`src/rtl/fifo_queue.sv`:
```
// Show-ahead synchronous FIFO with occupancy count, level flags
// and sticky overflow/underflow indicators.
module fifo_queue #(
    parameter int DATA_WIDTH       = 8,
    parameter int ADDR_WIDTH       = 4,
    parameter int ALMOST_FULL_LVL  = 12,
    parameter int ALMOST_EMPTY_LVL = 2
) (
    input  logic                  clk,
    input  logic                  FIFO_reset,
    input  logic [DATA_WIDTH-1:0] I_DATA,
    input  logic                  FIFO_save,
    input  logic                  FIFO_pop,
    output logic [DATA_WIDTH-1:0] O_DATA,
    output logic                  FIFO_full,
    output logic                  FIFO_empty,
    output logic                  FIFO_almost_full,
    output logic                  FIFO_almost_empty,
    output logic [ADDR_WIDTH:0]   FIFO_count,
    output logic                  FIFO_overflow,
    output logic                  FIFO_underflow
);

    localparam int DEPTH = 1 << ADDR_WIDTH;
    localparam logic [ADDR_WIDTH:0] DEPTH_CNT = (ADDR_WIDTH+1)'(DEPTH);
    localparam logic [ADDR_WIDTH:0] AF_CNT = (ADDR_WIDTH+1)'(ALMOST_FULL_LVL);
    localparam logic [ADDR_WIDTH:0] AE_CNT = (ADDR_WIDTH+1)'(ALMOST_EMPTY_LVL);

    logic [DATA_WIDTH-1:0] mem [DEPTH];
    logic [ADDR_WIDTH-1:0] wr_ptr;
    logic [ADDR_WIDTH-1:0] rd_ptr;
    logic [ADDR_WIDTH:0]   count;
    logic                  wr_en;
    logic                  rd_en;

    assign FIFO_full         = (count == DEPTH_CNT);
    assign FIFO_empty        = (count == '0);
    assign FIFO_almost_full  = (count >= AF_CNT);
    assign FIFO_almost_empty = (count <= AE_CNT);
    assign FIFO_count        = count;

    // A pop on a full queue frees the slot the concurrent write lands in.
    assign wr_en = FIFO_save && (!FIFO_full || FIFO_pop);
    assign rd_en = FIFO_pop && !FIFO_empty;

    assign O_DATA = FIFO_empty ? '0 : mem[rd_ptr];

    always_ff @(posedge clk) begin
        if (!FIFO_reset && wr_en) begin
            mem[wr_ptr] <= I_DATA;
        end
    end

    always_ff @(posedge clk) begin
        if (FIFO_reset) begin
            wr_ptr         <= '0;
            rd_ptr         <= '0;
            count          <= '0;
            FIFO_overflow  <= 1'b0;
            FIFO_underflow <= 1'b0;
        end else begin
            if (wr_en) begin
                wr_ptr <= wr_ptr + 1'b1;
            end
            if (rd_en) begin
                rd_ptr <= rd_ptr + 1'b1;
            end
            unique case (1'b1)
                wr_en && !rd_en: count <= count + 1'b1;
                rd_en && !wr_en: count <= count - 1'b1;
                default:         count <= count;
            endcase
            if (FIFO_save && FIFO_full && !FIFO_pop) begin
                FIFO_overflow <= 1'b1;
            end
            if (FIFO_pop && FIFO_empty) begin
                FIFO_underflow <= 1'b1;
            end
        end
    end

endmodule

```
`config.mk`:
```
export PLATFORM = sky130hd
export DESIGN_NAME = fifo_queue
export DESIGN_NICKNAME = d
export VERILOG_FILES = /design/src/rtl/fifo_queue.sv
export SDC_FILE = /design/constraint.sdc
export NUM_CORES = 1
export LEC_CHECK = 0
export BUFFER_PORTS_ARGS = -buffer_cell sky130_fd_sc_hd__buf_2
export CAP_MARGIN = 20
export CORE_ASPECT_RATIO = 1.2
export CORE_UTILIZATION = 50
export DETAILED_ROUTE_END_ITERATION = 12
export MAX_ROUTING_LAYER = met4
export PLACE_DENSITY = 0.67
export SYNTH_ARGS = -nofsm -noshare
export SYNTH_HDL_FRONTEND = slang
export SYNTH_SLANG_ARGS = --single-unit
```
`constraint.sdc`:
```
create_clock -name clk -period 3.5 [get_ports clk]
set_input_delay 0.525 -clock clk [delete_from_list [all_inputs] [get_ports clk]]
set_output_delay 0.525 -clock clk [all_outputs]
set_load 0.02 [all_outputs]
```
Yosys cells after proc, flatten, opt, wreduce, memory -nomap -nowiden:

Memory sizes are Yosys's and may differ from the RTL's. A register that Yosys moved wholly into a read port is not among the register bits.
Cells that the tools add are included.

* flip-flop bits (word level): 15
* bits in latches: 0
* bits in writable memories: 128
* ROM bits: 0
* logic and storage cells: 36
* memories kept: 1

Memories
* mem: words 16, bits a word 8, read ports 1, clocked after Yosys merged registers in 1, write ports 1, line 29 `logic [DATA_WIDTH-1:0] mem [DEPTH];`

* add/sub/neg operators: 4
* multiply operators: 0
* divide/modulo/power cells: 0
* $lt $le $gt $ge: 2
* equal/unequal tests: 1
* shift-type cells: 0
* muxes and demuxes: 6
* bitwise logic cells: 0
* reductions and logical operators: 17

Operators with widths (number)
* case mux 5 bit (2 select lines): 1
* adder 4 x 1 -> 4 bit (second input constant): 2
* logical AND 1 bit: 8
* two-way mux 4 bit: 2
* two-way mux 8 bit: 1
* zero test 1 bit: 6
* adder 5 x 1 -> 5 bit (second input constant): 1
* equality test 5 bit (second input constant): 1
* greater-or-equal comparator 5 x 4 -> 1 bit (second input constant): 1
* less-or-equal comparator 5 x 2 -> 1 bit (second input constant): 1
* zero test 5 bit: 1
* subtractor 5 x 1 -> 5 bit (second input constant): 1
* two-way mux 1 bit: 2
* nonzero test 2 bit: 1
* logical OR 1 bit: 1

Longest topological paths before layout:

Gate-level depths: netlist (run 1).

* word-level depth: 7
* depth in mapped cells: 14
* gate-level depth less buffers: 10

Worst setup path before layout (run 1):

OpenSTA, ideal clock, no wires.

* path type: register -> register
* start: reg count[1], in the netlist FIFO_count[1]
* end: reg count[4], in the netlist FIFO_count[4]
* setup time: 0.064 ns
* arrival: 3.208 ns
* data required time: 3.436 ns
* slack: 0.229 ns
* cell stages (with the launch flop): 15
* clock period less this slack: 3.271 ns
* cells stage by stage: dfxtp_1 buf_6 or4_4 buf_6 o31a_1 buf_6 inv_1 ha_1 clkbuf_1 xor2_1 ha_1 o21ai_0 or3_1 a2111o_1 nand4_1

* word-level cells in the longest chain between the ends: 7
* elaborated cells between the ends (all ways): 15
* classes of those cells: 2 x add/sub; 1 x eq/ne; 1 x mux; 11 x reduce/logical

RTL lines
* from (decl): line 32 `logic [ADDR_WIDTH:0] count;`
* from (signal assigned): line 69 `wr_en && !rd_en: count <= count + 1'b1;`
* from (signal assigned): line 70 `rd_en && !wr_en: count <= count - 1'b1;`
* from (signal assigned): line 71 `default: count <= count;`
* equality test 5 bit: line 36 `assign FIFO_full = (count == DEPTH_CNT);`
* zero test 1 bit: line 43 `assign wr_en = FIFO_save && (!FIFO_full || FIFO_pop);`
* logical OR 1 bit: line 43
* logical AND 1 bit: line 43
* zero test 1 bit: line 70
* logical AND 1 bit: line 70
* case mux 5 bit (2 select lines) / nonzero test 2 bit (equally long branches)

Several ways; a longest one is shown, not always the timed one.
A chain may end at the register's enable or synchronous reset.

Final worst setup path (run 1):

Ends and elaborated chain as after synthesis.

==> out/results.txt, run 1 <==
die height - 122 um
Worst path most repeated cell - ha_1
FP Rows - 43
Syn Area/Cell - 17.6 um^2
CTS Hold Buffers Added - 0
measured slew at the worst slew-check pin - 982 ps
WL per Instance - 21.4 um
YS warnings - 0
initial antenna violation count - 0
crit-path cells - or4_4 > o31a_1 > inv_1 > ha_1 > xor2_1 > ha_1 > o21ai_0 > or3_1 > a2111o_1 > nand4_1
top cells by area, synth - edfxtp_1 64%, mux4_2 12%, dfxtp_1 6.3%
sequential share of the synthesized area - 0.703
drt pass-1 iters - 4
# fillers - 887
Synth cell types - 40
cell area after layout - 6940 um^2
# Post-CTS Setup Buffers - 0
CP max stage delay - 610 ps
Post-route DRC - 0
Seq cells post-synth - 147
number of nets with antenna violations after routing - 0
first-pass GRT wire length - 18.3 mm
layout cells sized above 1 - 0.279
Crit Path Category - flop to flop
FF/Latch Area - 4230 um^2
worst vdd ir - 0.518 mV
CP max-delay cell - or4_4
Post-Syn Area - 6000 um^2
Chip Width - 102 um
Yosys top cell area share - 0.640
area post-placement - 6300 um^2
post-DP HPWL - 7.63 mm
outcome - finished clean
clk_lat worst skew - 410 ps
# diodes - 0
Slew headroom - 0.343
remaining global-route overflow - 0
Total Routing Usage GR - 0.216
Critical Path RT - 3850 ps
post-synthesis cell count - 342
I/O Buffers - 30
GPL Wtd Cong - 0.745
drt total wl - 11.7 mm
fin nets - 398
root buf cell - clkbuf_16
final hold violation count - 0
multi-input logic area - 1640 um^2
Hold Path Class - primary input to flop
Core Box Area - 11,600 um^2
Boundary Pins - 31
largest net degree at the start of global routing - 25
CP max FO - 12
DP Worst Slack - 320 ps
Vias - 3,124
CTS tree - done
RSZ-0062 raised after global routing - no
crit path launch type - flop
Crit path arrival time - 3600 ps
CTS Buf Count - 17
Die ar. - 12,500 um^2
CTS Sinks - 147
most common cell after layout, fill and taps aside - edfxtp_1
most frequent cells in the layout - 128 x edfxtp_1, 32 x mux4_2, 30 x nor2_1, 30 x buf_2, 23 x clkbuf_16
Via density - 5.71
vias in the first global route - 3,185
Crit. End Element - flop
Initial Util - 0.517
max-slew violation count - 0
final setup fails - 0
Final Skew - 6.81 ps
FMAX - 308 MHz
starting DRC count in detailed routing - 196
post-CTS sizing - 0
total power - 5.07 mW
static leakage - 2.34 nW
Syn Nets - 363
CTS Buffer Depth - 2
Max H-tree Level - 4
period utilization - 0.928
max-cap viol count - 0
Area growth, synth to finish - 15.5%
Setup TNS - 0 ps
Worst-path clk slew - 60 ps
Pwr Density - 731 nW/um^2
final setup margin - 253 ps
Tmin final - 3250 ps
area leader, netlist - edfxtp_1
[worst max-delay path, delay by kind of cell (launching register included)]
family,cells,cell delay (ps)
xor gates and xnor gates,1,190
AOI/OAI and AO/OA,3,890
buffers and inverters,1,130
DFF,1,390
and+or+nand+nor,3,1040
adders and majority gates,2,540
[worst paths after layout]
check	from	depth (start not counted)	endpoint	slack (ps)
hold / removal	FIFO_save	3	FIFO_overflow	410
hold reg to reg	FIFO_underflow	2	FIFO_underflow	470
setup / recovery	FIFO_count[1]	10	FIFO_count[4]	250
setup reg to reg	FIFO_count[1]	10	FIFO_count[4]	250
[per-stage QoR]
step | util | hold slack (ps) | cells
finish | 0.597 | 409 | 547
CTS | 0.597 | 396 | 547
floorplan | - | 485 | 342
global route | 0.597 | 435 | 547
detailed placement | 0.542 | 455 | 515
global placement | 0.542 | 454 | 515
[flip-flops by register name, indices dropped and copies added, names as in the netlist, named ones only]
signal and cells:
mem 128, wr_ptr 4, rd_ptr 4, FIFO_underflow 1
FIFO_overflow 1, FIFO_count 5
[layer usage]
metal / track usage / wire, um / vias to the layer above
met5: - / 0 / -
met1: 0.283 / 5150 / 1626
met2: 0.341 / 6140 / 64
met3: 0.0482 / 289 / 7
li1: - / - / 1427
met4: 0.0643 / 104 / 0
[kinds of logic (layout without fill, tap and decap cells)]
logic type | after synthesis | count (layout) | synth area share
AO/OA/AOI/OAI | 35 | 35 | 0.0429
AND/OR/NAND/NOR | 70 | 70 | 0.0588
flip-flops | 147 | 147 | 0.703
XOR/XNOR | 7 | 7 | 0.0102
buffers and inverters | 29 | 77 | 0.0238
adder cells (fa/ha/maj) | 9 | 9 | 0.0188
multiplexers | 45 | 45 | 0.142
[synth_stat cells (all sizes together)]
cell     count
a21bo        1
mux4        32
a2111oi      2
a21oi        4
nand4        3
o31a         2
and3         5
nor2        31
clkbuf       8
buf         14
dfxtp       19
mux2i       11
and4b        1
ha           9
o21ai        3
mux2         2
o211ai       2
nand2       10
xor2         6
a311o        1
nor4         1
a2111o       1
xnor2        1
nor2b       11
or3          3
inv          7
or4          1
edfxtp     128
a31oi        2
nor3b        1
a32oi        1
a211oi      16
nand4b       1
nand2b       2
[final cells by class]
| class | instances | area share |
|---|---|---|
| clock inverters | 8 | 0.00704 |
| well taps | 157 | 0.0283 |
| flip-flops and latches | 147 | 0.609 |
| repair buffers | 38 | 0.0303 |
| clock buffers | 24 | 0.0850 |
| multi-input cells | 166 | 0.236 |
| inverters | 7 | 0.00379 |
[report_power, final]
part	internal [mW]	switching, mW
combinational	0.450	0.677
clock	1.18	0.684
sequential	1.97	0.106
total	3.61	1.47
(Power assumes the default switching activity.)
==> inputs of run 2 (changes only) <==
==> config.mk (replaced) <==
export PLATFORM = sky130hd
export DESIGN_NAME = fifo_queue
export DESIGN_NICKNAME = d
export VERILOG_FILES = /design/src/rtl/fifo_queue.sv
export SDC_FILE = /design/constraint.sdc
export NUM_CORES = 1
export LEC_CHECK = 0
export CAP_MARGIN = 20
export CORE_ASPECT_RATIO = 1.2
export CORE_UTILIZATION = 50
export DETAILED_ROUTE_END_ITERATION = 12
export DONT_BUFFER_PORTS = 1
export MAX_ROUTING_LAYER = met4
export SYNTH_ARGS = -nofsm -noshare
export SYNTH_HDL_FRONTEND = slang
export SYNTH_SLANG_ARGS = --single-unit
==> run 2 against run 1 <==
Effect of this change: final area decreased by 1.9%; global-route usage decreased by 0.28 points; hold slack got worse by 230 ps; sequential cell count unchanged.
==> out/results.txt, run 2 (synthesis gave the netlist of run 1 again) <==
RSZ-0062 raised after global routing - no
static leakage - 2.22 nW
crit path launch type - flop
Max H-tree Level - 4
Hold Path Class - primary input to flop
largest net degree at the start of global routing - 33
final hold violation count - 0
Int Pwr - 3.35 mW
Critical Path RT - 2970 ps
total power - 4.80 mW
layout cells sized above 1 - 0.250
CTS Buffer Depth - 2
Via density - 5.71
root buf cell - clkbuf_16
Crit Path Category - flop to primary output
number of nets with antenna violations after routing - 0
cell area after layout - 6810 um^2
CTS Buf Count - 17
final setup fails - 0
R2R setup slack - 530 ps
Vias - 3,044
period utilization - 0.863
FMAX - 331 MHz
R2R Path Start - FIFO_count[3]
GPL Wtd Cong - 0.775
sw frac - 0.303
CTS Sinks - 147
power share of the clock group - 0.337
Reg with most FFs - mem
area post-placement - 6270 um^2
drt pass-1 iters - 5
Hold EP - rd_ptr[0]
FP Rows - 43
met1 WL - 4.50 mm
remaining global-route overflow - 0
Cell Count Post-Placement - 501
Hold Path Stages - 1
met3 WL - 606 um
DR WL met2 - 6.12 mm
highest routed layer - met4
Crit. End Element - primary output
final setup margin - 481 ps
Area growth, synth to finish - 13.3%
worst vdd ir - 0.567 mV
fin nets - 384
max-cap viol count - 0
NetSw - 1.46 mW
starting DRC count in detailed routing - 101
Crit path arrival time - 2490 ps
first-pass GRT wire length - 17.8 mm
Setup TNS - 0 ps
# diodes - 0
measured slew at the worst slew-check pin - 1040 ps
# Post-CTS Setup Buffers - 0
most frequent cells in the layout - 128 x edfxtp_1, 32 x mux4_2, 30 x nor2_1, 24 x buf_4
Worst-path clk slew - 60 ps
Pwr Density - 706 nW/um^2
most common cell after layout, fill and taps aside - edfxtp_1
Final Non-Filler Cells - 533
reg2reg path depth - 10
DP Worst Slack - 552 ps
post-DP HPWL - 7.58 mm
I/O Buffers - 0
initial antenna violation count - 0
# fillers - 925
WL per Instance - 21.7 um
Die ar. - 12,500 um^2
Initial Util - 0.517
Total Routing Usage GR - 0.214
Gate power share - 0.229
Boundary Pins - 31
Reg power frac - 0.434
outcome - finished clean
Core Box Area - 11,600 um^2
max-slew violation count - 0
Slew headroom - 0.303
CTS Hold Buffers Added - 0
post-CTS sizing - 0
clk_lat worst skew - 410 ps
Final Skew - 7.55 ps
vias in the first global route - 3,195
drt total wl - 11.6 mm
Hold Crit Start - FIFO_reset
Largest register FFs - 128
Post-route DRC - 0
die height - 122 um
CP max FO - 17
CTS tree - done
R2R Path End - FIFO_count[4]
Tmin final - 3020 ps
Chip Width - 102 um
==> run 2: cell type report <==
cell class                 count  area [um^2]  share of cell area
tap                          157          196              0.0289
clock inverter                14          108              0.0158
inverter                       7         26.3             0.00386
clock buffer                  18          429              0.0631
timing repair buffer          24          180              0.0265
multi-input combinational    166         1640               0.241
sequential                   147         4230               0.621
==> run 2: critical path: stages (launching register included) <==
cell and delay (ps):
dfxtp_2 670, buf_4 280, mux4_2 510, a211oi_1 300, a211oi_1 100, buf_4 210
==> run 2: how the worst max path moves through the flow <==
| stage | from | end | slack, ps | depth (start not counted) |
|---|---|---|---|---|
| floorplan | FIFO_count[1] | FIFO_count[4] | 230 | 14 |
| global placement | FIFO_count[3] | FIFO_count[4] | 580 | 9 |
| detailed placement | FIFO_count[3] | FIFO_count[4] | 550 | 10 |
| CTS | flop | O_DATA[2] | 420 | 5 |
| global route | FIFO_count[3] | FIFO_count[4] | 330 | 10 |
| finish | flop | O_DATA[2] | 480 | 5 |
==> run 2: per-layer routing <==
| metal | vias to the layer above | track usage |
|---|---|---|
| met1 | 1547 | 0.236 |
| li1 | 1401 | - |
| met3 | 19 | 0.0557 |
| met2 | 77 | 0.355 |
| met5 | - | - |
| met4 | 0 | 0.110 |
==> run 2: power groups by stage <==
stage	registers, mW	logic, mW	clock network (mW)
global placement	2.12	1.10	0
floorplan	2.08	0.846	0
global route	2.10	1.19	1.71
CTS	2.09	1.12	1.65
finish	2.09	1.10	1.62
detailed placement	2.13	1.11	0
==> run 2: through the flow <==
step | util | hold slack, ps
floorplan | - | 485
detailed placement | 0.539 | 542
CTS | 0.586 | 158
global placement | 0.539 | 503
finish | 0.586 | 180
global route | 0.586 | 159
